**src/rtl/exp_ctrl_if.sv**
```systemverilog
// exp_ctrl_if: MEM-stage bundle between the pipeline datapath and exp_ctrl.
//   master : pipeline side; drives the MEM-stage instruction fields,
//            receives per-stage stall/flush and the redirect PC.
//   slave  : exp_ctrl side; consumes the MEM-stage fields, drives the
//            stall/flush controls and NewPC.
// Signals:
//   MemPC, MemEn, MemBrFlag, MemCtrlOp, MemDstAddr, MemGPRWE_,
//   MemExpCode, MemOut                          -> MEM-stage instruction
//   IFStall/IDStall/EXStall/MemStall            <- stage stalls
//   IFFlush/IDFlush/EXFlush/MemFlush            <- stage flushes
//   NewPC                                       <- redirect target
interface exp_ctrl_if;
  logic [29:0] MemPC;
  logic        MemEn;
  logic        MemBrFlag;
  logic [1:0]  MemCtrlOp;
  logic [4:0]  MemDstAddr;
  logic        MemGPRWE_;
  logic [2:0]  MemExpCode;
  logic [31:0] MemOut;

  logic        IFStall;
  logic        IDStall;
  logic        EXStall;
  logic        MemStall;
  logic        IFFlush;
  logic        IDFlush;
  logic        EXFlush;
  logic        MemFlush;
  logic [29:0] NewPC;

  modport master (
    output MemPC, MemEn, MemBrFlag, MemCtrlOp, MemDstAddr, MemGPRWE_,
           MemExpCode, MemOut,
    input  IFStall, IDStall, EXStall, MemStall,
           IFFlush, IDFlush, EXFlush, MemFlush, NewPC
  );

  modport slave (
    input  MemPC, MemEn, MemBrFlag, MemCtrlOp, MemDstAddr, MemGPRWE_,
           MemExpCode, MemOut,
    output IFStall, IDStall, EXStall, MemStall,
           IFFlush, IDFlush, EXFlush, MemFlush, NewPC
  );
endinterface

```
**src/rtl/exp_ctrl.sv**
```systemverilog
// exp_ctrl: pipeline control and exception unit at the consumer end of the
// EX/MEM register. Commits exceptions precisely in MEM, executes WRCR/EXRT,
// holds the control-register file and produces per-stage stall/flush.
// Ports:
//   clk, reset_   clock, asynchronous active-low reset
//   bus           exp_ctrl_if.slave: MEM-stage fields in, stall/flush/NewPC out
//   IFBusy/MemBusy bus-access stall requests
//   LoadHazard    ID-stage load-use hazard
//   IRQ           level interrupt requests
//   CRAddr        CR read index from ID; CRRdData is the combinational result
//   IntDetect     registered unmasked-interrupt pending flag
//   ExeMode       current execution mode (0 kernel, 1 user)
module exp_ctrl #(
  parameter logic [29:0] EXP_VECTOR_RST = 30'h0
) (
  input  logic        clk,
  input  logic        reset_,
  exp_ctrl_if.slave   bus,
  input  logic        IFBusy,
  input  logic        MemBusy,
  input  logic        LoadHazard,
  input  logic [7:0]  IRQ,
  input  logic [4:0]  CRAddr,
  output logic [31:0] CRRdData,
  output logic        IntDetect,
  output logic        ExeMode
);

  localparam logic [1:0] OP_WRCR = 2'd1;
  localparam logic [1:0] OP_EXRT = 2'd2;

  logic        mode;
  logic        ie;
  logic        pre_mode;
  logic        pre_ie;
  logic [29:0] epc;
  logic [29:0] exp_vector;
  logic        cause_dly;
  logic [2:0]  cause_code;
  logic [7:0]  int_mask;
  logic        int_detect;

  logic        busy;
  logic        exp_pending;
  logic        commit_exp;
  logic        commit_exrt;
  logic        commit_wrcr;
  logic [31:0] wr_data;
  logic [29:0] epc_next;

  // GPR write enable is carried through the interface but has no role here.
  logic unused_gprwe;
  assign unused_gprwe = bus.MemGPRWE_;

  // Commit qualification; a busy bus defers everything, and MemEn gates
  // both the exception code and the control op.
  assign busy        = IFBusy | MemBusy;
  assign exp_pending = bus.MemEn && (bus.MemExpCode != 3'd0);
  assign commit_exp  = !busy && exp_pending;
  assign commit_exrt = !busy && bus.MemEn && (bus.MemExpCode == 3'd0) &&
                       (bus.MemCtrlOp == OP_EXRT);
  assign commit_wrcr = !busy && bus.MemEn && (bus.MemExpCode == 3'd0) &&
                       (bus.MemCtrlOp == OP_WRCR);

  // A faulting delay-slot instruction restarts at its branch, one word back.
  assign epc_next = bus.MemBrFlag ? (bus.MemPC - 30'd1) : bus.MemPC;

  // Write data as the target register will actually hold it; shared by the
  // register update and the same-cycle read bypass.
  always_comb begin
    wr_data = '0;
    case (bus.MemDstAddr)
      5'd0, 5'd1: wr_data = {30'b0, bus.MemOut[1:0]};
      5'd2, 5'd3: wr_data = {bus.MemOut[31:2], 2'b00};
      5'd4:       wr_data = {28'b0, bus.MemOut[3:0]};
      5'd5:       wr_data = {24'b0, bus.MemOut[7:0]};
      default:    wr_data = '0;
    endcase
  end

  // Control-register state plus the registered interrupt detect.
  always_ff @(posedge clk or negedge reset_) begin
    if (!reset_) begin
      mode       <= 1'b0;
      ie         <= 1'b0;
      pre_mode   <= 1'b0;
      pre_ie     <= 1'b0;
      epc        <= '0;
      exp_vector <= EXP_VECTOR_RST;
      cause_dly  <= 1'b0;
      cause_code <= '0;
      int_mask   <= 8'hFF;
      int_detect <= 1'b0;
    end else begin
      int_detect <= ie & (|(IRQ & ~int_mask));
      if (commit_exp) begin
        pre_mode   <= mode;
        pre_ie     <= ie;
        mode       <= 1'b0;
        ie         <= 1'b0;
        epc        <= epc_next;
        cause_dly  <= bus.MemBrFlag;
        cause_code <= bus.MemExpCode;
      end else if (commit_exrt) begin
        mode <= pre_mode;
        ie   <= pre_ie;
      end else if (commit_wrcr) begin
        case (bus.MemDstAddr)
          5'd0: begin
            mode <= wr_data[0];
            ie   <= wr_data[1];
          end
          5'd1: begin
            pre_mode <= wr_data[0];
            pre_ie   <= wr_data[1];
          end
          5'd2: epc        <= wr_data[31:2];
          5'd3: exp_vector <= wr_data[31:2];
          5'd4: begin
            cause_dly  <= wr_data[3];
            cause_code <= wr_data[2:0];
          end
          5'd5: int_mask <= wr_data[7:0];
          default: ;
        endcase
      end
    end
  end

  // Stage control; priority is busy, exception, EXRT, then load hazard.
  always_comb begin
    bus.IFStall  = 1'b0;
    bus.IDStall  = 1'b0;
    bus.EXStall  = 1'b0;
    bus.MemStall = 1'b0;
    bus.IFFlush  = 1'b0;
    bus.IDFlush  = 1'b0;
    bus.EXFlush  = 1'b0;
    bus.MemFlush = 1'b0;
    bus.NewPC    = '0;
    if (busy) begin
      bus.IFStall  = 1'b1;
      bus.IDStall  = 1'b1;
      bus.EXStall  = 1'b1;
      bus.MemStall = 1'b1;
    end else if (commit_exp || commit_exrt) begin
      bus.IFFlush  = 1'b1;
      bus.IDFlush  = 1'b1;
      bus.EXFlush  = 1'b1;
      bus.MemFlush = 1'b1;
      bus.NewPC    = commit_exp ? exp_vector : epc;
    end else if (LoadHazard) begin
      bus.IFStall = 1'b1;
      bus.IDStall = 1'b1;
      bus.EXFlush = 1'b1;
    end
  end

  // CR read port; a WRCR committing to the addressed writable register is
  // forwarded so ID sees the new value without a one-cycle gap.
  always_comb begin
    CRRdData = '0;
    case (CRAddr)
      5'd0:    CRRdData = {30'b0, ie, mode};
      5'd1:    CRRdData = {30'b0, pre_ie, pre_mode};
      5'd2:    CRRdData = {epc, 2'b00};
      5'd3:    CRRdData = {exp_vector, 2'b00};
      5'd4:    CRRdData = {28'b0, cause_dly, cause_code};
      5'd5:    CRRdData = {24'b0, int_mask};
      5'd6:    CRRdData = {24'b0, IRQ};
      default: CRRdData = '0;
    endcase
    if (commit_wrcr && (bus.MemDstAddr == CRAddr) && (CRAddr <= 5'd5))
      CRRdData = wr_data;
  end

  assign IntDetect = int_detect;
  assign ExeMode   = mode;

endmodule

```
**src/flat_wrapper.sv**
```systemverilog
// flat-port wrapper written by rule: the top's interface ports become plain ports
module exp_ctrl_flat 
#(
  parameter logic [29:0] EXP_VECTOR_RST = 30'h0
)
  (clk, reset_, IFBusy, MemBusy, LoadHazard, IRQ, CRAddr, CRRdData, IntDetect, ExeMode, bus_MemPC, bus_MemEn, bus_MemBrFlag, bus_MemCtrlOp, bus_MemDstAddr, bus_MemGPRWE_, bus_MemExpCode, bus_MemOut, bus_IFStall, bus_IDStall, bus_EXStall, bus_MemStall, bus_IFFlush, bus_IDFlush, bus_EXFlush, bus_MemFlush, bus_NewPC);
  exp_ctrl_if bus_i ();
  input  logic clk;
  input  logic reset_;
  input  logic IFBusy;
  input  logic MemBusy;
  input  logic LoadHazard;
  input  logic [7:0] IRQ;
  input  logic [4:0] CRAddr;
  output logic [31:0] CRRdData;
  output logic IntDetect;
  output logic ExeMode;
  input wire logic [$bits(bus_i.MemPC)-1:0] bus_MemPC;
  input wire logic [$bits(bus_i.MemEn)-1:0] bus_MemEn;
  input wire logic [$bits(bus_i.MemBrFlag)-1:0] bus_MemBrFlag;
  input wire logic [$bits(bus_i.MemCtrlOp)-1:0] bus_MemCtrlOp;
  input wire logic [$bits(bus_i.MemDstAddr)-1:0] bus_MemDstAddr;
  input wire logic [$bits(bus_i.MemGPRWE_)-1:0] bus_MemGPRWE_;
  input wire logic [$bits(bus_i.MemExpCode)-1:0] bus_MemExpCode;
  input wire logic [$bits(bus_i.MemOut)-1:0] bus_MemOut;
  output wire logic [$bits(bus_i.IFStall)-1:0] bus_IFStall;
  output wire logic [$bits(bus_i.IDStall)-1:0] bus_IDStall;
  output wire logic [$bits(bus_i.EXStall)-1:0] bus_EXStall;
  output wire logic [$bits(bus_i.MemStall)-1:0] bus_MemStall;
  output wire logic [$bits(bus_i.IFFlush)-1:0] bus_IFFlush;
  output wire logic [$bits(bus_i.IDFlush)-1:0] bus_IDFlush;
  output wire logic [$bits(bus_i.EXFlush)-1:0] bus_EXFlush;
  output wire logic [$bits(bus_i.MemFlush)-1:0] bus_MemFlush;
  output wire logic [$bits(bus_i.NewPC)-1:0] bus_NewPC;
  assign bus_i.MemPC = bus_MemPC;
  assign bus_i.MemEn = bus_MemEn;
  assign bus_i.MemBrFlag = bus_MemBrFlag;
  assign bus_i.MemCtrlOp = bus_MemCtrlOp;
  assign bus_i.MemDstAddr = bus_MemDstAddr;
  assign bus_i.MemGPRWE_ = bus_MemGPRWE_;
  assign bus_i.MemExpCode = bus_MemExpCode;
  assign bus_i.MemOut = bus_MemOut;
  assign bus_IFStall = bus_i.IFStall;
  assign bus_IDStall = bus_i.IDStall;
  assign bus_EXStall = bus_i.EXStall;
  assign bus_MemStall = bus_i.MemStall;
  assign bus_IFFlush = bus_i.IFFlush;
  assign bus_IDFlush = bus_i.IDFlush;
  assign bus_EXFlush = bus_i.EXFlush;
  assign bus_MemFlush = bus_i.MemFlush;
  assign bus_NewPC = bus_i.NewPC;
  exp_ctrl #(.EXP_VECTOR_RST(EXP_VECTOR_RST)) u_core (.clk(clk), .reset_(reset_), .bus(bus_i), .IFBusy(IFBusy), .MemBusy(MemBusy), .LoadHazard(LoadHazard), .IRQ(IRQ), .CRAddr(CRAddr), .CRRdData(CRRdData), .IntDetect(IntDetect), .ExeMode(ExeMode));
endmodule
```
**config.mk**
```make
export PLATFORM = sky130hd
export DESIGN_NAME = exp_ctrl_flat
export DESIGN_NICKNAME = d
export VERILOG_FILES = /design/src/rtl/exp_ctrl_if.sv /design/src/rtl/exp_ctrl.sv /design/src/flat_wrapper.sv
export SDC_FILE = /design/constraint.sdc
export NUM_CORES = 1
export LEC_CHECK = 0
export CAP_MARGIN = 20
export CORE_MARGIN = 5
export CORE_UTILIZATION = 25
export DETAILED_ROUTE_END_ITERATION = 10
export RECOVER_POWER = 100
export SKIP_CTS_REPAIR_TIMING = 1
export SLEW_MARGIN = 20
export SYNTH_ARGS = -nofsm -noshare
export SYNTH_HDL_FRONTEND = slang
export SYNTH_SLANG_ARGS = --single-unit
```
**constraint.sdc**
```tcl
create_clock -name clk -period 3.08 [get_ports clk]
set_input_delay 0.77 -clock clk [delete_from_list [all_inputs] [get_ports clk]]
set_output_delay 0.77 -clock clk [all_outputs]
set_load 0.01 [all_outputs]
```
Word level (Yosys, flattened, before mapping)
Index checks and enable logic that the tools add are counted.

cells by class
  add/sub/neg operators = 1
  $lt $le $gt $ge = 1
  equal/unequal tests = 15
  multiplexer cells = 43
  bitwise logic cells = 6
  reduce and logical (&&, ||, !) cells = 29

operators with widths
  kind                                                                    count
  30-bit two-way mux                                                      8
  32-bit one-hot mux with 7 select lines                                  1
  32-bit one-hot mux with 4 select lines                                  1
  32-bit two-way mux                                                      1
  30-bit by 1-bit subtractor with 30-bit output (second input constant)   1
  1-bit two-way mux                                                       28
  5-bit by 3-bit == test with 1-bit output (second input constant)        5
  5-bit by 2-bit == test with 1-bit output (second input constant)        4
  3-bit two-way mux                                                       4
  5-bit by 1-bit == test with 1-bit output (second input constant)        2
  5-bit logical NOT                                                       2
  3-bit AND reduction                                                     3
  3-bit nonzero test                                                      3
  8-bit AND                                                               1
  1-bit logical AND                                                       8
  8-bit NOT                                                               1
  4-bit AND reduction                                                     2
  2-bit nonzero test                                                      4
  8-bit OR reduction                                                      1
  5-bit == test                                                           1
  5-bit by 3-bit <= comparator with 1-bit output (second input constant)  1
  2-bit OR reduction                                                      2
  3-bit logical NOT                                                       1
  2-bit by 1-bit == test with 1-bit output (second input constant)        1
  other kinds (8)                                                         9

storage, ports and cells
  flip-flop bits (word level) = 77
  output and inout bits = 72
  logic and storage cells = 105

Logic depth before layout (Yosys ltp)
  depth in word-level cells = 8
  gate-level depth with buffers = 7
  gate-level depth less buffers = 7

Least setup slack after synthesis
Ideal clock, no wire load.

  path kind = input to output
  start point = in MemBusy
  end point = out CRRdData[4]
  data arrival time = 2.317 ns
  slack = -0.007 ns
  stages = 5
  cells stage by stage = nor3b_2 nand2_1 or3_1 a2111oi_2 a21o_1

between the ends
  cells in the longest elaborated chain, start to end = 8

ends and longest elaborated chain
  item                             RTL line            text
  start, declared                  flat_wrapper.sv:11  input logic MemBusy;
  1-bit OR                         exp_ctrl.sv:57      assign busy = IFBusy | MemBusy;
  1-bit logical NOT                exp_ctrl.sv:62      assign commit_wrcr = !busy && bus.MemEn && (bus.MemExpCode == 3'd0) &&
  1-bit logical AND (3 in series)  exp_ctrl.sv:62
  1-bit logical AND (2 in series)  exp_ctrl.sv:173     if (commit_wrcr && (bus.MemDstAddr == CRAddr) && (CRAddr <= 5'd5))
  32-bit two-way mux               exp_ctrl.sv:173
  end, declared                    flat_wrapper.sv:15  output logic [31:0] CRRdData;

No other way between the ends.

Final worst setup path
  start point = in CRAddr[2]
  end point = out CRRdData[7]

between the ends
  cells in the longest elaborated chain, start to end = 4
  elaborated cells on any way between the ends = 13

ends and longest elaborated chain
  item                                                                                                    RTL line            text
  start, declared                                                                                         flat_wrapper.sv:14  input logic [4:0] CRAddr;
  parallel branches: the longest is 3 deep, another holds 5-bit by 3-bit <= comparator with 1-bit output  --
  32-bit two-way mux (*)                                                                                  exp_ctrl.sv:173

Every way passes the cells marked *.

==> results_dict.tcl <==
set metrics [dict create \
    startpoint "CRAddr[2]" \
    finalNetCount 897 \
    holdWs_ps 483 \
    clock_power_share 0.406 \
    grt_max_degree 47 \
    cts_max_level 3 \
    synthFlopType "dfrtp_1" \
    dr.pass1.iters 4 \
    skew_ps 3.24 \
    cp.arrival_ps 2540 \
    p_comb_frac 0.190 \
    max_cap_viol_count 1 \
    violations "capacitance limit, slew limit, setup timing" \
    switchingPower_uw 770 \
    seq_power_share 0.405 \
    vias 5479 \
    gp_congestion 0.850 \
    rsz0062_at_grt "true" \
    yosys.area.top_type "dfrtp_1" \
    die-area_um2 24200 \
    syn2layout_area_growth_pct 60.6 \
    syn_area_um2 5290 \
    setup_violations 22 \
    peakVddDrop_v 0.000229 \
    grt_overflow 0 \
    power.total_uw 2920 \
    synth_fp_nets 668 \
    drt_wl_total_mm 21.6 \
    p_int_uw 2150 \
    grt_pass1_vias 5449 \
    wl_met2_mm 10.2 \
    worst_pin_slew_ps 1850 \
    clockBufferDepth 2 \
    setup_tns_ps -1150 \
    end_kind "primary output" \
    ys_async_sr_fraction 1.00 \
    finalMaxSlewViolations 33 \
    pin_count 165 \
    cp_max_fo 3 \
    wl_met1_mm 9.59 \
    crit_path_start_kind "primary input" \
    post_drt_wl_per_cell_um 19.9 \
    cts.sinks 77 \
    synth_common_cells "dfrtp_1, nand2_1, o21ai_1" \
    dpl.hpwl_mm 15.5 \
    synth_seq_area_share 0.366 \
    antenna_found_initial 2 \
    fin_crit_sh 1.08 \
    final-hold-violation-count 0 \
    netSwitchingFraction 0.264 \
    top_layer "met5" \
    ys_seq_elements 77 \
    r2r-start "u_core.int_mask[0]" \
    ys_warn_count 0 \
    grt_first_pass_wirelength_mm 31.3 \
    row_count 53 \
    layout-drive-gt1-share 0.274 \
    status "finished, violations left" \
    core_area_um2 21000 \
    r2r_end "u_core.IntDetect" \
    hp-class "flip-flop to flip-flop" \
    final_cell_count_no_fill 1083 \
    synth_edf_count 0 \
    antenna_left 0 \
    cp-endpoint "CRRdData[7]" \
    dp_cells 1047 \
    worst_slack_ps -235 \
    synth.distinct_cells 67 \
    ff2ff_path_depth 2 \
    start_util 0.252 \
    io_buffers 163 \
    grtUsageTotal 0.165 \
    fmax_mhz 302 \
    drt_iter0_drc 355 \
    diodes 0 \
    relSlewSlack -0.232 \
    met3_length_mm 1.51 \
    crit_type "primary input to primary output" \
    drc 0 \
    yosysMostFrequentCell "dfrtp_1" \
    min_period_ps 3310 \
    cts_buffers 9 \
    regArea_um2 1940 \
    die_w_um 155 \
    clk_latency_ps 340 \
    power_density_nw_per_um2 344 \
    synthCells 574 \
    cts_root_buffer "clkbuf_16" \
    avgSynthCellArea_um2 9.21 \
    reg2reg_slack_ps 1910 \
    synth_top_area_frac 0.326 \
    crit_required_ps 2310 \
    hold_path_depth 2 \
    clkTransAtPathRegs_ps 60 \
    die_y_um 155 \
    fill_cells 2110 \
    viasPerCell 5.06 \
    p_leak_uw 0.00415 \
    cts_tree "built" \
    multi_input_area_um2 3330 \
    ys_top_cells_by_area "dfrtp_1, mux2_1, a22oi_1" \
]
==> routing by layer <==
| layer | up-vias | track usage |
|---|---|---|
| li1 | 2590 | - |
| met1 | 2671 | 0.221 |
| met2 | 190 | 0.264 |
| met3 | 24 | 0.0487 |
| met4 | 4 | 0.0342 |
| met5 | - | 0 |
==> registers in the layout, summed over array words and instances, names as in the netlist <==
register / cells
u_core.ie: 1
u_core.pre_mode: 1
u_core.IntDetect: 1
u_core.exp_vector: 30
u_core.cause_dly: 1
u_core.cause_code: 3
u_core.ExeMode: 1
u_core.epc: 30
u_core.pre_ie: 1
u_core.int_mask: 8
==> per-stage QoR <==
stage	instance area [µm²]	setup WS (ps)	utilization
after floorplan	5300	27.3	-
after global placement	7790	-1150	0.372
after detailed placement	7790	-1110	0.372
after CTS	8120	-1150	0.387
after global routing	8490	-316	0.405
final	8490	-235	0.405
==> cell usage in the layout, fill, tap and decap left out, drive strengths merged, types with 4 or more instances in the layout <==
master and instances:
a211oi 6, a21o 6, a21oi 16, a22o 32, a22oi 39, a31oi 8
and3 4, buf 130, clkbuf 29, clkdlybuf4s50 76, dfrtp 69, dfstp 8
dlymetal6s2s 37, inv 13, mux2 48, nand2 68, nand3 8, nand3b 8
nand4 4, nor2 26, nor2b 6, nor3 10, nor3b 5, nor4 6
nor4b 4, o21ai 54, o22ai 8, or3 5, or4 4, xnor2 19
xor2 13
==> power by group through the flow <==
stage / Sequential (µW) / Combinational (µW) / Clock [µW]
after detailed placement: 1190 / 532 / 0
after floorplan: 1160 / 232 / 0
after global routing: 1190 / 608 / 1250
after CTS: 1170 / 535 / 1220
after global placement: 1190 / 528 / 0
final: 1180 / 553 / 1180
==> logic make-up (layout without fill, tap and decap cells) <==
group | Yosys count | count (layout) | synth area share
XOR/XNOR | 32 | 32 | 0.0530
flip-flops | 77 | 77 | 0.366
multiplexers | 53 | 53 | 0.117
adder cells (fa/ha/maj) | 1 | 1 | 0.00237
AO/OA/AOI/OAI | 182 | 182 | 0.235
AND/OR/NAND/NOR | 173 | 173 | 0.180
buffers and inverters | 56 | 290 | 0.0466
==> layout make-up <==
class,instances,share of cell area
multi-input cells,441,0.392
repair buffers,261,0.295
flip-flops and latches,77,0.228
well taps,275,0.0405
clock buffers,13,0.0306
clock inverters,3,0.00796
inverters,13,0.00575
==> critical path: stages <==
cell,delay (ps)
buf_2,120
a211oi_2,220
nand4_1,170
or3_4,380
a2111oi_4,310
buf_4,190
buf_6,90
buf_6,80
a21o_1,110
buf_6,100
==> worst min-delay path by stage <==
stage,start,end,slack (ps)
6_report,u_core.int_mask[4],u_core.int_mask[4],480
5_1_grt,u_core.int_mask[4],u_core.int_mask[4],510
4_1_cts,reset_,u_core.cause_code[0],370
3_5_place_dp,u_core.int_mask[4],u_core.int_mask[4],470
3_3_place_gp,u_core.int_mask[5],u_core.int_mask[5],460
2_1_floorplan,u_core.int_mask[4],u_core.int_mask[4],450
Power figures use the tool's default switching activity.
